--- config.mk ---
export PLATFORM = sky130hd
export DESIGN_NAME = id_ex_skid
export DESIGN_NICKNAME = d
export VERILOG_FILES = /design/src/rtl/id_ex_pkg.sv /design/src/rtl/id_ex_skid_entry.sv /design/src/rtl/id_ex_skid.sv
export SDC_FILE = /design/constraint.sdc
export NUM_CORES = 1
export LEC_CHECK = 0
export ABC_AREA = 0
export BUFFER_PORTS_ARGS = -buffer_cell sky130_fd_sc_hd__buf_2
export CAP_MARGIN = 0
export CORE_MARGIN = 2
export CORE_UTILIZATION = 48
export CTS_BUF_LIST = sky130_fd_sc_hd__clkbuf_8
export CTS_CLUSTER_SIZE = 12
export DETAILED_ROUTE_END_ITERATION = 12
export PLACE_DENSITY = 0.73
export SLEW_MARGIN = 20
export SYNTH_ARGS = -nofsm -noshare
export SYNTH_HDL_FRONTEND = slang
export SYNTH_SLANG_ARGS = --single-unit
export TNS_END_PERCENT = 20
--- constraint.sdc ---
create_clock -name CLK -period 15 [get_ports CLK]
set_input_delay 0 -clock CLK [delete_from_list [all_inputs] [get_ports CLK]]
set_output_delay 0 -clock CLK [all_outputs]
set_load 0.005 [all_outputs]
--- src/rtl/id_ex_pkg.sv ---
// Shared types for the ID/EX skid stage: control payload, FSM state and bubble constant.
package id_ex_pkg;

    typedef struct packed {
        logic [3:0] ALUOp;
        logic [3:0] entrada_alu_control;
        logic [1:0] AuipcLui;
        logic       Branch;
        logic       MemRead;
        logic       MemtoReg;
        logic       MemWrite;
        logic       RegWrite;
        logic       ALUSrc;
    } ctrl_t;

    typedef enum logic [1:0] {
        EMPTY = 2'd0,
        FULL  = 2'd1,
        SKID  = 2'd2
    } state_t;

    localparam ctrl_t CTRL_BUBBLE = '0;

endpackage

--- src/rtl/id_ex_skid_entry.sv ---
// One ID/EX payload slot: load-enabled register with asynchronous clear.
module id_ex_entry
    import id_ex_pkg::*;
#(
    parameter int SIZE = 32
) (
    input  logic            CLK,
    input  logic            RESET,
    input  logic            load,
    input  logic [SIZE-1:0] pc_d,
    input  logic [SIZE-1:0] dsalida_d,
    input  logic [SIZE-1:0] imm_d,
    input  logic [SIZE-1:0] read_data1_d,
    input  logic [SIZE-1:0] read_data2_d,
    input  logic [4:0]      wrin_d,
    input  ctrl_t           ctrl_d,
    output logic [SIZE-1:0] pc_q,
    output logic [SIZE-1:0] dsalida_q,
    output logic [SIZE-1:0] imm_q,
    output logic [SIZE-1:0] read_data1_q,
    output logic [SIZE-1:0] read_data2_q,
    output logic [4:0]      wrin_q,
    output ctrl_t           ctrl_q
);

    always_ff @(posedge CLK or posedge RESET) begin
        if (RESET) begin
            pc_q         <= '0;
            dsalida_q    <= '0;
            imm_q        <= '0;
            read_data1_q <= '0;
            read_data2_q <= '0;
            wrin_q       <= '0;
            ctrl_q       <= CTRL_BUBBLE;
        end else if (load) begin
            pc_q         <= pc_d;
            dsalida_q    <= dsalida_d;
            imm_q        <= imm_d;
            read_data1_q <= read_data1_d;
            read_data2_q <= read_data2_d;
            wrin_q       <= wrin_d;
            ctrl_q       <= ctrl_d;
        end
    end

endmodule

--- src/rtl/id_ex_skid.sv ---
// ID/EX pipeline stage with registered ready, two-entry skid buffer, flush and stall counter.
// state | meaning
// EMPTY | main entry invalid
// FULL  | main entry valid, skid entry empty
// SKID  | main and skid entries both valid
module id_ex_skid
    import id_ex_pkg::*;
#(
    parameter int SIZE  = 32,
    parameter int CNT_W = 32
) (
    input  logic             CLK,
    input  logic             RESET,
    input  logic             flush,
    input  logic             valid_ID,
    output logic             ready_ID,
    input  logic [SIZE-1:0]  PC_ID,
    input  logic [SIZE-1:0]  dsalida_ID,
    input  logic [SIZE-1:0]  imm_ID,
    input  logic [SIZE-1:0]  read_data1_ID,
    input  logic [SIZE-1:0]  read_data2_ID,
    input  logic [4:0]       wrin_ID,
    input  ctrl_t            ctrl_ID,
    output logic             valid_EX,
    input  logic             ready_EX,
    output logic [SIZE-1:0]  PC_EX,
    output logic [SIZE-1:0]  dsalida_EX,
    output logic [SIZE-1:0]  imm_EX,
    output logic [SIZE-1:0]  read_data1_EX,
    output logic [SIZE-1:0]  read_data2_EX,
    output logic [4:0]       wrin_EX,
    output ctrl_t            ctrl_EX,
    output logic [CNT_W-1:0] stall_cnt
);

    state_t state, state_nxt;
    logic   accept, consume;
    logic   load_main, load_skid, main_from_skid;

    logic [SIZE-1:0] sk_pc, sk_dsalida, sk_imm, sk_rd1, sk_rd2;
    logic [4:0]      sk_wrin;
    ctrl_t           sk_ctrl, main_ctrl;

    assign accept  = valid_ID & ready_ID;
    assign consume = valid_EX & ready_EX;

    always_ff @(posedge CLK or posedge RESET) begin
        if (RESET) state <= EMPTY;
        else       state <= state_nxt;
    end

    always_comb begin
        state_nxt      = state;
        load_main      = 1'b0;
        load_skid      = 1'b0;
        main_from_skid = 1'b0;
        if (flush) begin
            state_nxt = EMPTY;
        end else begin
            unique case (state)
                EMPTY: if (accept) begin
                    state_nxt = FULL;
                    load_main = 1'b1;
                end
                FULL: begin
                    if (accept && consume) begin
                        load_main = 1'b1;
                    end else if (consume) begin
                        state_nxt = EMPTY;
                    end else if (accept) begin
                        state_nxt = SKID;
                        load_skid = 1'b1;
                    end
                end
                SKID: if (consume) begin
                    state_nxt      = FULL;
                    load_main      = 1'b1;
                    main_from_skid = 1'b1;
                end
                default: state_nxt = EMPTY;
            endcase
        end
    end

    always_comb begin
        valid_EX = (state != EMPTY);
        ready_ID = (state != SKID);
    end

    id_ex_entry #(.SIZE(SIZE)) u_skid (
        .CLK          (CLK),
        .RESET        (RESET),
        .load         (load_skid),
        .pc_d         (PC_ID),
        .dsalida_d    (dsalida_ID),
        .imm_d        (imm_ID),
        .read_data1_d (read_data1_ID),
        .read_data2_d (read_data2_ID),
        .wrin_d       (wrin_ID),
        .ctrl_d       (ctrl_ID),
        .pc_q         (sk_pc),
        .dsalida_q    (sk_dsalida),
        .imm_q        (sk_imm),
        .read_data1_q (sk_rd1),
        .read_data2_q (sk_rd2),
        .wrin_q       (sk_wrin),
        .ctrl_q       (sk_ctrl)
    );

    // Main entry refills from the skid slot first so ordering stays FIFO.
    id_ex_entry #(.SIZE(SIZE)) u_main (
        .CLK          (CLK),
        .RESET        (RESET),
        .load         (load_main),
        .pc_d         (main_from_skid ? sk_pc      : PC_ID),
        .dsalida_d    (main_from_skid ? sk_dsalida : dsalida_ID),
        .imm_d        (main_from_skid ? sk_imm     : imm_ID),
        .read_data1_d (main_from_skid ? sk_rd1     : read_data1_ID),
        .read_data2_d (main_from_skid ? sk_rd2     : read_data2_ID),
        .wrin_d       (main_from_skid ? sk_wrin    : wrin_ID),
        .ctrl_d       (main_from_skid ? sk_ctrl    : ctrl_ID),
        .pc_q         (PC_EX),
        .dsalida_q    (dsalida_EX),
        .imm_q        (imm_EX),
        .read_data1_q (read_data1_EX),
        .read_data2_q (read_data2_EX),
        .wrin_q       (wrin_EX),
        .ctrl_q       (main_ctrl)
    );

    // Stale payload may sit in the main register; never let it look like a real op.
    assign ctrl_EX = valid_EX ? main_ctrl : CTRL_BUBBLE;

    always_ff @(posedge CLK or posedge RESET) begin
        if (RESET)
            stall_cnt <= '0;
        else if (valid_EX && !ready_EX && (stall_cnt != {CNT_W{1'b1}}))
            stall_cnt <= stall_cnt + 1'b1;
    end

endmodule

After elaboration in Yosys (flattened, before gate mapping) --
Cells that the tools add are included.
Word-level totals: bits in registers 396, input bits 186, output and inout bits 215, word-level logic and storage cells 76
Cells by class: $add $sub $neg 1, equal/unequal tests 8, mux-type cells 26, bitwise logic cells 2, reductions and logical operators 7
Operators by type and width (number):
- two-way mux 32 bit | 5
- adder 32 x 1 -> 32 bit (second input constant) | 1
- two-way mux 16 bit | 2
- != test 32 bit (second input constant) | 1
- two-way mux 2 bit | 6
- two-way mux 1 bit | 10
- != test 3 bit (second input constant) | 3
- case mux 2 bit (3 select lines) | 1
- two-way mux 5 bit | 1
- != test 4 bit (second input constant) | 1
- AND reduction 4 bit | 1
- logical AND 1 bit | 3
- case mux 1 bit (3 select lines) | 1
- AND 1 bit | 2
- equality test 2 x 1 -> 1 bit (second input constant) | 1
- equality test 2 bit (second input constant) | 1
- zero test 2 bit | 1
- != test 2 bit (second input constant) | 1
- nonzero test 2 bit | 1
- zero test 1 bit | 1

Depth between registers and ports, before layout --
depth after elaboration 7, gate-level depth with buffers 8, mapped depth without buffers 6

Cells and area by module --
A second synthesis with hierarchy kept.
Second synthesis, totals: cells, all modules 1154, area total of the unflattened synthesis 18138.6 µm²
By module, submodules not included:
- id_ex_entry | times used 2, cells an instance 383, area an instance 7078.0 µm², seq. area each 4529.3 µm²
- id_ex_skid | times used 1, cells an instance 388, area an instance 3982.6 µm², seq. area each 850.8 µm²

Worst setup path before layout --
Ideal clock, no wire load.
path kind register to register, from reg stall_cnt[0], to reg stall_cnt[9], setup time 0.126 ns, data arrival time 1.829 ns, data required time 14.874 ns, slack 13.045 ns, cell stages (with the launch flop) 9, path buffers 2, clock period less this slack 1.955 ns, path through dfrtp_1 > ha_1 > and3_1 > buf_6 > and2_1 > a31oi_4 > buf_6 > nand3_1 > xnor2_1
On the way: word-level cells in the longest chain between the ends 2, elaborated cells between the ends (all ways) 3, classes of those cells add/sub: 1; eq/ne: 1; reduce/logical: 1
RTL lines:
- from (decl) | RTL line id_ex_skid.sv:33 | output logic [CNT_W-1:0] stall_cnt
- from (signal assigned) | RTL line id_ex_skid.sv:138 | stall_cnt <= stall_cnt + 1'b1;
- branches (longest 2 deep; another with adder 32 x 1 -> 32 bit)
Parallel ways; which one is timed is not known. A chain may end at the register's enable or synchronous reset.

Final worst setup path --
from reg state[1], to reg u_main.pc_q[6]
On the way: word-level cells in the longest chain between the ends 6, elaborated cells between the ends (all ways) 16, classes of those cells eq/ne: 3; mux: 8; bitwise: 2; reduce/logical: 3
RTL lines:
- from (decl) | RTL line id_ex_skid.sv:36 | state_t state, state_nxt;
- from (signal assigned) | RTL line id_ex_skid.sv:49 | else state <= state_nxt;
- != test 2 bit / nonzero test 2 bit (equally long branches) | RTL line id_ex_skid.sv:87, id_ex_skid.sv:86
- AND 1 bit (on tied branches) | RTL line id_ex_skid.sv:44, id_ex_skid.sv:45
- logical AND 1 bit / two-way mux 1 bit (equally long branches) | RTL line id_ex_skid.sv:66, id_ex_skid.sv:75
- two-way mux 1 bit (on tied branches) | RTL line id_ex_skid.sv:66, id_ex_skid.sv:60
- case mux 1 bit (3 select lines) / two-way mux 1 bit (equally long branches) | RTL line id_ex_skid.sv:60, id_ex_skid.sv:57
- two-way mux 1 bit / two-way mux 32 bit (equally long branches) | RTL line id_ex_skid.sv:57, id_ex_skid.sv:115
- to (signal assigned) | RTL line id_ex_skid_entry.sv:36 | pc_q <= pc_d;
- to (decl) | RTL line id_ex_skid_entry.sv:17 | output logic [SIZE-1:0] pc_q,
Several ways; a longest one is shown, not always the timed one.

==> impl_metrics.csv <==
group,metric,value,unit
clock_network,cts_num_sinks,396,
worst_setup_path,critical_path_class,"reg -> reg",
timing,relSlewSlack,30.8,%
floorplan,die_y,191,µm
worst_setup_path,r2r_slack,11.96,ns
finish,syn_to_final_growth,32.3,%
finish,fill_cells,2609,
yosys,postSynthCellCount,1347,
hold_path,hp-class,"in -> async",
drt,wl,43.2,mm
yosys,synth.largest_area_cell,"dfrtp_1",
timing,period_share,20.2,%
drt,ant_nets,0,
timing,setup_viol,0,
timing,hold_viol_final,0,
yosys,synth_seq_cells,396,
placed_design,post-dp-hpwl,26.4,mm
placed_design,io_buffers,400,
yosys,syn_area_per_cell,12.5,µm²
clock_network,holdBufCountCts,186,
floorplan,coreArea,34500,µm²
clock_network,h-tree-depth,3,
drt,drt_iter0_drc,650,
timing,fin_crit,3.04,ns
clock_network,postCtsResizedCells,0,
clock_network,clkLatencyLatePin,0.60,ns
power_and_ir_drop,power.density_cell_area,130,nW/µm²
finish,design_area,22300,µm²
power_and_ir_drop,p_leak,0.00988,µW
placed_design,finalWeightedCongestion,0.831,
yosys,synth_top_area_share,58.9,%
yosys,yosysWarnings,0,
yosys,syn-cell-area,16800,µm²
worst_setup_path,required,15.51,ns
yosys,synth_area_leaders,"dfrtp_1 59%, mux2_2 12%, mux2i_1 11%",
clock_network,cts.reportedPaths.clkPinSlew,0.06,ns
floorplan,fp-row-count,68,
global_routing,grt_usage,23.4,%
clock_network,cts_root_buf,"clkbuf_8",
timing,slew_viol_final,0,
global_routing,grt_max_degree,118,
worst_setup_path,cp.arrival,3.54,ns
timing,fin_setup_tns,0,ns
clock_network,cts_tree,"yes",
placed_design,place_area,19100,µm²
floorplan,initial_utilization,48.7,%
worst_setup_path,cp_num_buf_inv,2,
finish,drive_above_1_share,35.6,%
worst_setup_path,end_kind,"flip-flop",
floorplan,dieWidth,191,µm
floorplan,fp.dieArea,36500,µm²
flow_run,maxCapViolCount,0,
drt,vias,12600,
timing,clock_skew,0.0195,ns
timing,tightest_slew,1.04,ns
yosys,ys_types,37,
global_routing,overflow,0,
worst_setup_path,slowest_stage,"buf_4",
run_status,status,"complete, no violations",
worst_setup_path,critPathMaxStageDelay,0.85,ns
worst_setup_path,cp_cell_sequence,"nor2b_1 > a2bb2oi_1 > nor2_4 > buf_4 > buf_4 > nor2_1 > a21oi_1",
global_routing,antenna_found_initial,2,
worst_setup_path,path_common_cell,"buf_4",
worst_setup_path,cp-start-kind,"flip-flop",
worst_setup_path,crit_family,"buffers and inverters",
timing,rsz0062_at_grt,"no",
global_routing,grt_pass1_wl,68.3,mm
worst_setup_path,critical_path_peak_fanout,96,
drt,drt_pre_antenna_iters,5,
floorplan,ios,401,
global_routing,grt_pass1_vias,13400,
timing,clock.fmax,329,MHz
drt,drc_errors,0,
clock_network,cts-buffers-inserted,69,
clock_network,cts_setup_buffers,0,
drt,vias_per_cell,5.19,
finish,fin_nets,2122,
power_and_ir_drop,ir_worst_vdd,94.0,µV
drt,wl_per_cell,17.7,µm
clock_network,cts_buffer_depth,3,
yosys,synth_nets,1534,
yosys,synth_seq_area_share,58.9,%
[final cells by class]
| type | instances | area, µm² | share of cell area [%] |
|---|---|---|---|
| flip-flops and latches | 396 | 9910 | 44.5 |
| multi-input cells | 865 | 6450 | 29.0 |
| repair buffers | 600 | 3970 | 17.8 |
| clock buffers | 85 | 1170 | 5.26 |
| well taps | 455 | 569 | 2.56 |
| clock inverters | 29 | 155 | 0.697 |
| inverters | 3 | 18.8 | 0.0844 |
| diodes | 3 | 7.51 | 0.0337 |
[power by group]
group / leakage, µW / total (µW) / switching [µW] / internal (µW)
registers: 0.00467 / 1440 / 132 / 1300
clock network: 0.000754 / 953 / 428 / 525
logic: 0.00446 / 514 / 232 / 282
[synth_stat cells]
library cell and n:
nor3b_2 1, nor2_1 190, buf_6 12, nand3_1 11, mux2i_1 182, inv_1 3
a21oi_1 182, nand4_1 20, a21boi_0 1, nand3_2 2, ha_1 1, and2_1 1
nand2_1 13, nor4_1 1, and3_1 10, o22a_1 1, dfrtp_1 396, nor4_4 1
xnor2_1 26, a311oi_1 1, a31oi_4 1, and4_1 6, buf_4 1, nor3_2 1
buf_2 50, nor3_1 1, o21ba_2 1, nor2b_1 17, mux2_2 185, or2_0 1
buf_1 1, clkbuf_4 1, a2bb2oi_1 1, clkbuf_1 18, xor2_1 2, nor3b_1 2
nand2b_1 3
[flip-flops by register name, summed over array words and instances (netlist names), 32 cells and up]
register,flops
u_skid.dsalida_q,32
u_skid.read_data2_q,32
u_main.imm_q,32
u_main.read_data2_q,32
u_main.dsalida_q,32
u_skid.imm_q,32
u_skid.read_data1_q,32
stall_cnt,32
u_skid.pc_q,32
u_main.pc_q,32
u_main.read_data1_q,32
[stage by stage]
stage	util (%)	setup WS (ns)	cells	hold slack, ns	power, µW
global placement	55.2	12.02	2133	0.205	1880
floorplan	-	3.99	1347	0.0659	1710
detailed placement	55.2	11.95	2133	0.213	1920
CTS	64.4	11.96	2433	0.110	2920
global route	64.4	11.72	2435	0.160	3060
finish	64.4	11.96	2436	0.0795	2900
[routing by layer]
layer  up-vias  routed length, µm  share of wire, %  GRT usage (%)
met4         0               1520               3.5           10.7
met5         -                  0                 0              0
met1      6225              17400                40           27.9
li1       5905                  -                 -              -
met3        94               3410               7.9           7.51
met2       408              20800                48           38.7
[layout by cell type (no fill, tap or decap), types with 2 or more instances in the layout]
cell	netlist	layout
xnor2_1	26	26
buf_2	50	400
nand2_1	13	13
and4_1	6	6
and3_1	10	10
a21oi_1	182	182
nand3_2	2	2
clkinv_2	0	3
clkinvlp_4	0	3
mux2i_1	182	182
mux2_2	185	185
xor2_1	2	2
nand2b_1	3	3
buf_4	1	14
nand4_1	20	20
nor3b_2	1	2
dfrtp_1	396	396
diode_2	0	3
nor2b_1	17	17
inv_1	3	23
nand3_1	11	10
nor2_1	190	188
dlygate4sd3_1	0	186
clkbuf_8	0	85
[logic make-up after synthesis]
family / share of synthesized area (%)
muxes: 23.2
xor gates and xnor gates: 1.46
buffers and inverters: 2.87
and+or+nand+nor: 7.64
DFF: 58.9
AOI/OAI and AO/OA: 5.80
adders and majority gates: 0.0744
[worst paths after layout]
| kind | startpoint | to | depth (start not counted) |
|---|---|---|---|
| worst max-delay path | state[1]$_DFFE_PP0P_ | u_main.pc_q[6]$_DFFE_PP0P_ | 7 |
| worst min-delay path | RESET | u_main.read_data2_q[9]$_DFFE_PP0P_ | 3 |
| worst max register to register | state[1]$_DFFE_PP0P_ | u_main.pc_q[6]$_DFFE_PP0P_ | 7 |
| worst min register to register | u_skid.dsalida_q[27]$_DFFE_PP0P_ | u_skid.dsalida_q[27]$_DFFE_PP0P_ | 1 |
| max in group asynchronous | RESET | u_skid.imm_q[2]$_DFFE_PP0P_ | 5 |
| min in group CLK | dsalida_ID[26] | u_skid.dsalida_q[26]$_DFFE_PP0P_ | 3 |
[tightest hold or removal path, stage by stage]
cell and delay (ns):
dlygate4sd3_1 0.53, buf_2 0.15, inv_8 0.49
No activity file was read; power rests on OpenSTA's default activity.
